--- src/rtl/reg_alu_datapath.sv ---
// Register/ALU datapath: X, Y, Z working registers driven by per-register transfer codes.
// Optional REG_ALU_FLAGS_EN adds registered C/Z/N/V flags updated on every Y load.
module reg_alu_datapath #(
    parameter int WIDTH = 8
) (
    input  logic             clock,
    input  logic             reset,
    input  logic [WIDTH-1:0] data_in,
    input  logic [1:0]       Tx,
    input  logic [1:0]       Ty,
    input  logic [1:0]       Tz,
    input  logic             Talu,
    output logic [WIDTH-1:0] x_out,
    output logic [WIDTH-1:0] y_out,
    output logic [WIDTH-1:0] z_out,
    output logic [WIDTH-1:0] alu_out,
`ifdef REG_ALU_FLAGS_EN
    output logic             z_valid,
    output logic             flag_c,
    output logic             flag_z,
    output logic             flag_n,
    output logic             flag_v
`else
    output logic             z_valid
`endif
);

    typedef enum logic [1:0] {
        CODE_CLEAR  = 2'b00,
        CODE_LOAD   = 2'b01,
        CODE_HOLD   = 2'b10,
        CODE_SHIFTL = 2'b11
    } regCode_t;

    regCode_t xCode, yCode, zCode;
    logic [WIDTH-1:0] xReg, yReg, zReg;
    logic [WIDTH-1:0] xNext, yNext, zNext;
    logic [WIDTH-1:0] operandB, aluResult;
    logic             zValidReg;

    assign xCode = regCode_t'(Tx);
    assign yCode = regCode_t'(Ty);
    assign zCode = regCode_t'(Tz);

    // Subtraction reuses the adder as X + ~Y + 1, so carry out equals NOT borrow.
    assign operandB = Talu ? ~yReg : yReg;

`ifdef REG_ALU_FLAGS_EN
    logic aluCarry;
    logic aluOverflow;
    assign {aluCarry, aluResult} = {1'b0, xReg} + {1'b0, operandB} + (WIDTH+1)'(Talu);
    assign aluOverflow = (xReg[WIDTH-1] == operandB[WIDTH-1]) &&
                         (aluResult[WIDTH-1] != xReg[WIDTH-1]);
`else
    assign aluResult = xReg + operandB + WIDTH'(Talu);
`endif

    function automatic logic [WIDTH-1:0] applyCode(
        input regCode_t         code,
        input logic [WIDTH-1:0] current,
        input logic [WIDTH-1:0] loadValue
    );
        logic [WIDTH-1:0] result;
        result = current;
        case (code)
            CODE_CLEAR:  result = '0;
            CODE_LOAD:   result = loadValue;
            CODE_HOLD:   result = current;
            CODE_SHIFTL: result = {current[WIDTH-2:0], 1'b0};
            default:     result = current;
        endcase
        return result;
    endfunction

    // Every load source is a pre-edge value, so simultaneous codes never see each other's results.
    always_comb begin
        xNext = applyCode(xCode, xReg, data_in);
        yNext = applyCode(yCode, yReg, aluResult);
        zNext = applyCode(zCode, zReg, yReg);
    end

    always_ff @(posedge clock) begin
        if (!reset) begin
            xReg      <= '0;
            yReg      <= '0;
            zReg      <= '0;
            zValidReg <= 1'b0;
        end else begin
            xReg      <= xNext;
            yReg      <= yNext;
            zReg      <= zNext;
            zValidReg <= (zCode == CODE_LOAD);
        end
    end

`ifdef REG_ALU_FLAGS_EN
    logic flagCReg, flagZReg, flagNReg, flagVReg;

    always_ff @(posedge clock) begin
        if (!reset) begin
            flagCReg <= 1'b0;
            flagZReg <= 1'b0;
            flagNReg <= 1'b0;
            flagVReg <= 1'b0;
        end else if (yCode == CODE_LOAD) begin
            flagCReg <= aluCarry;
            flagZReg <= (aluResult == '0);
            flagNReg <= aluResult[WIDTH-1];
            flagVReg <= aluOverflow;
        end
    end

    assign flag_c = flagCReg;
    assign flag_z = flagZReg;
    assign flag_n = flagNReg;
    assign flag_v = flagVReg;
`endif

    assign x_out   = xReg;
    assign y_out   = yReg;
    assign z_out   = zReg;
    assign alu_out = aluResult;
    assign z_valid = zValidReg;

endmodule

--- config.mk ---
export PLATFORM = sky130hd
export DESIGN_NAME = reg_alu_datapath
export DESIGN_NICKNAME = d
export VERILOG_FILES = /design/src/rtl/reg_alu_datapath.sv
export SDC_FILE = /design/constraint.sdc
export NUM_CORES = 1
export LEC_CHECK = 0
export CORE_MARGIN = 8
export CORE_UTILIZATION = 46
export CTS_CLUSTER_DIAMETER = 60
export DETAILED_ROUTE_END_ITERATION = 10
export PLACE_DENSITY_LB_ADDON = 0.2
export RECOVER_POWER = 100
export SYNTH_ARGS = -nofsm -noshare
export SYNTH_HDL_FRONTEND = slang
export SYNTH_SLANG_ARGS = --single-unit
--- constraint.sdc ---
create_clock -name clock -period 2.85 [get_ports clock]
set_clock_uncertainty 0.15 [all_clocks]
set_input_delay 0.57 -clock clock [delete_from_list [all_inputs] [get_ports clock]]
set_output_delay 0.57 -clock clock [all_outputs]
set_load 0.01 [all_outputs]
# == Word level (Yosys, flattened, before mapping) ==
# Index checks and enable logic that the tools add are counted.
# classes
n_reduce_logical,3
mux,4
bitwise_logic,1
addsub,2
n_eq_ne,9
# ops
operator,count
8-bit case mux with 3 select lines,3
2-bit equality test (second input constant),6
8-bit by 1-bit adder with 8-bit output,1
8-bit adder,1
8-bit 2-to-1 mux,1
8-bit NOT,1
2-bit by 1-bit equality test with 1-bit output (second input constant),3
2-bit logical NOT,3
# totals
wordCells,23
register_bits,25
in_bits,17
out_inout_bits,33

# == Longest topological paths before layout ==
# logic_depth
ltp_word,5
mapped_depth,10

# == Worst setup path before layout ==
# No wires, ideal clock.
# synth_path
kind,in2out
startpoint,input port Talu
endpoint,output port alu_out[6]
path_slack_ps,-4
n_path_buf,1
required_ps,2130
stages,9
t_arrival_ps,2134
cell_sequence,buf_2 -> xor2_1 -> inv_1 -> fa_1 -> nor2b_4 -> o21ai_2 -> nand2b_2 -> a311oi_2 -> xnor2_1
# synth_via
elab_chain_len,3
# synth_lines
element,line,source
"start, declared",12,"input logic Talu,"
8-bit 2-to-1 mux,46,assign operandB = Talu ? ~yReg : yReg;
8-bit adder,55,assign aluResult = xReg + operandB + WIDTH'(Talu);
8-bit by 1-bit adder with 8-bit output *,55,
"end, declared",16,"output logic [WIDTH-1:0] alu_out,"
# Mark *: on every way between the ends. The rest lies on a longest branch, timed or not.

# == Worst setup path after layout ==
# Same ends and word-level chain as after synthesis.

==> impl_summary.log <==
INFO  metric outcome = completed
INFO  metric filler_cell_count = 272
INFO  metric cts.sink_count = 25
INFO  metric worst_setup_path_end_kind = output pin
INFO  metric track_usage = 0.157
INFO  metric fp.dieArea = approximately 5500 µm²
INFO  metric finalWorstSetupSlack = 0.0254 ns
INFO  metric rsz_0062_raised_after_global_routing = true
INFO  metric die_y = roughly 74 µm
INFO  metric htree_num_levels = 1
INFO  metric detailedRoute.firstIterationViolations = 75
INFO  metric irDropWorstVdd = ~0.26 mV
INFO  metric core_region_area = between 3000 and 4000 µm²
INFO  metric nNetsFinal = about 260
INFO  metric routed_wirelength = 4.24 mm
INFO  metric detailroute.via_count = 1471
INFO  metric timing_worst_slew_pin_value = between 0.8 and 0.9 ns
INFO  metric initial_utilization = 0.472
INFO  metric relSlewSlack = 0.419
INFO  metric worstSetupStartpointType = input port
INFO  metric cellPowerDensity = 383 nW/µm²
INFO  metric max_freq = ~350 MHz
INFO  metric grt_overflow = 0
INFO  metric min_path_type = flip-flop to flip-flop
INFO  metric placed_cell_area = between 2000 and 2500 µm²
INFO  metric setup_violations = 0
INFO  metric synth_seq_cells = 25
INFO  metric finalCriticalPeriod = around 2.8 ns
INFO  metric path_max_fanout = 4
INFO  metric viasPerCell = 5.27
INFO  metric ratio_of_cells_with_drive_above_1_in_the_final_layout = 0.313
INFO  metric ys_dominant_reg_cell = sky130_fd_sc_hd__dfxtp_1
INFO  metric syn_area = around 1600 µm²
INFO  metric cts_buffers = 3
INFO  metric layout_worst_path_cycle_share = 0.991
INFO  metric synth_largest_area_cell = sky130_fd_sc_hd__dfxtp_1
INFO  metric portBuffers = slightly below 50
INFO  metric fp.dieW = approximately 74 µm
INFO  metric clock_tree_from_tritoncts = yes
INFO  metric vias_in_the_first_global_route = roughly 1.5k
INFO  metric pin_count_of_the_biggest_net_entering_global_routing = 30
INFO  metric finalWeightedCongestion = 0.832
INFO  metric area.growth.synth_to_final = 51.5%
INFO  metric ys_seq_area_frac = 0.320
INFO  metric clockRootBuffer = sky130_fd_sc_hd__clkbuf_4
INFO  metric max_buffers_root_to_sink = 2
INFO  metric synth_fp_nets = 188
INFO  metric final_area = 2370 µm²
INFO  metric finalHoldViolations = 0
INFO  metric synth_cells = 163
INFO  metric cts.reportedPaths.clkPinSlew = 0.14 ns
INFO  metric ctsHoldBuffers = 0
INFO  metric drv_cap = 0
INFO  metric pre_cts_slack = -0.910 ns
INFO  metric io_pins = 50
INFO  metric synth_top_cells_by_area = sky130_fd_sc_hd__dfxtp_1 32%, sky130_fd_sc_hd__mux2_2 10%, sky130_fd_sc_hd__nor2b_1 8.4%
INFO  metric synth_edf_count = 0
INFO  metric grt_first_pass_wirelength = just under 7 mm
INFO  metric worstSkewPairLatency = about 0.32 ns
INFO  metric num_rows = 21
INFO  metric synth-warning-count = 0
INFO  metric worst_ep_required_time = between 2 and 2.5 ns
INFO  metric detailed_place_hpwl = between 3 and 4 mm
INFO  metric post-route-drc-count = 0
INFO  metric wl_per_cell = roughly 15 µm
INFO  metric number_of_iterations_in_the_first_detailed_routing_pass = 4
INFO  metric postSynthAreaPerCell = between 9 and 10 µm²
INFO  metric crit_type = input port to output pin
INFO  metric antenna-diode-count = 0
INFO  metric asyncSetResetFlopFracSynth = 0
INFO  metric grt_antenna_before_repair = 0
INFO  metric p_leak = roughly 1.1 nW
INFO  metric worst_ep_arrival_time = roughly 2.1 ns
INFO  metric slew_limit_fails = 0
INFO  metric yosys.cell_types.count = 36
INFO  metric antenna_left = 0
INFO  metric synth_top_area_frac = 0.320
cell usage after synthesis (all sizes together), types with 2 or more instances:
library cell / n
mux2: 14
o21ai: 4
buf: 5
nand3: 3
a22oi: 15
nand2: 10
clkbuf: 7
ha: 7
a221oi: 2
nor2b: 22
and3: 2
a21oi: 4
dfxtp: 25
a21boi: 2
nand3b: 3
and2: 2
xnor2: 5
mux2i: 4
inv: 5
xor2: 10
nand4: 2
cell type report:
| cell class | instances | area [µm²] | share of cell area |
|---|---|---|---|
| Tap cell | 46 | 57.6 | 0.0243 |
| Inverter | 5 | 18.8 | 0.00793 |
| Clock inverter | 1 | 7.51 | 0.00317 |
| Multi-Input combinational cell | 121 | 1070 | 0.452 |
| Clock buffer | 3 | 22.5 | 0.00951 |
| Sequential cell | 25 | 504 | 0.213 |
| Timing Repair Buffer | 78 | 687 | 0.290 |
sequential cells by signal, summed over array words and instances, names as in the netlist:
signal,cells
x_out,8
z_out,8
z_valid,1
y_out,8
layer usage:
metal | vias to the layer above | GRT usage | share of wire
met5 | - | 0 | 0
met2 | 31 | 0.281 | 0.52
met1 | 720 | 0.180 | 0.41
met4 | 0 | 0.0391 | 0.0092
met3 | 5 | 0.0404 | 0.055
li1 | 715 | - | -
stage by stage:
step                power (mW)  utilization  instances  setup TNS (ns)  hold slack, ns
finish                   0.906        0.715        279               0           0.347
global route             0.966        0.715        279          -0.114           0.375
CTS                      0.923        0.708        278         -0.0310           0.361
detailed placement       0.748        0.680        271           -6.02           0.341
global placement         0.733        0.680        271           -5.16           0.321
floorplan                0.556            -        163               0           0.344
path summary, 6_finish.rpt:
kind | startpoint | end | slack, ns | cells after the start
min reg2reg | z_out[0]$_SDFFE_PN0P_ | z_out[0]$_SDFFE_PN0P_ | 0.35 | 2
max | Talu | alu_out[6] | 0.03 | 9
min | z_out[0]$_SDFFE_PN0P_ | z_out[0]$_SDFFE_PN0P_ | 0.35 | 2
max reg2reg | y_out[2]$_SDFFE_PN0P_ | y_out[6]$_SDFFE_PN0P_ | 0.58 | 10
layout by cell type (no fill, tap or decap), drive strengths merged, types with 2 or more instances in the layout:
master | Yosys | final
nor2b | 22 | 22
a221oi | 2 | 2
clkbuf | 7 | 3
and2 | 2 | 2
inv | 5 | 5
xor2 | 10 | 10
ha | 7 | 7
nand3 | 3 | 3
nand4 | 2 | 2
xnor2 | 5 | 5
o21ai | 4 | 4
mux2i | 4 | 4
buf | 5 | 35
a21boi | 2 | 2
dlygate4sd3 | 0 | 30
dfxtp | 25 | 25
clkdlybuf4s50 | 0 | 12
a22oi | 15 | 15
a21oi | 4 | 4
nand3b | 3 | 3
mux2 | 14 | 14
and3 | 2 | 2
nand2 | 10 | 10
report_power, final:
part	switching [mW]	internal [mW]	leakage [nW]	total [mW]
logic	0.166	0.201	0.840	0.367
clock network	0.108	0.0536	0.0139	0.162
registers	0.0129	0.364	0.205	0.377
total	0.287	0.619	1.06	0.906
what timing repair did:
item,4_1_cts,5_1_grt
pin swaps,9,7
setup buffers,3,1
setup endpoints to repair,7,7
cloned,0,0
resized for setup,35,6
cells by family after synthesis:
| kind of cell | synth area share |
|---|---|
| DFF | 0.320 |
| and+or+nand+nor | 0.179 |
| muxes | 0.129 |
| AOI/OAI and AO/OA | 0.172 |
| adders and majority gates | 0.0689 |
| buffers and inverters | 0.0464 |
| xor gates and xnor gates | 0.0841 |
worst max-delay path, stage by stage:
cell,delay [ns]
sky130_fd_sc_hd__buf_6,0.11
sky130_fd_sc_hd__xor2_1,0.15
sky130_fd_sc_hd__ha_1,0.33
sky130_fd_sc_hd__nor2b_4,0.16
sky130_fd_sc_hd__o21ai_4,0.14
sky130_fd_sc_hd__nand2b_4,0.08
sky130_fd_sc_hd__a311oi_4,0.24
sky130_fd_sc_hd__xnor2_2,0.16
sky130_fd_sc_hd__buf_2,0.16
No activity file was read; power rests on OpenSTA's default activity.
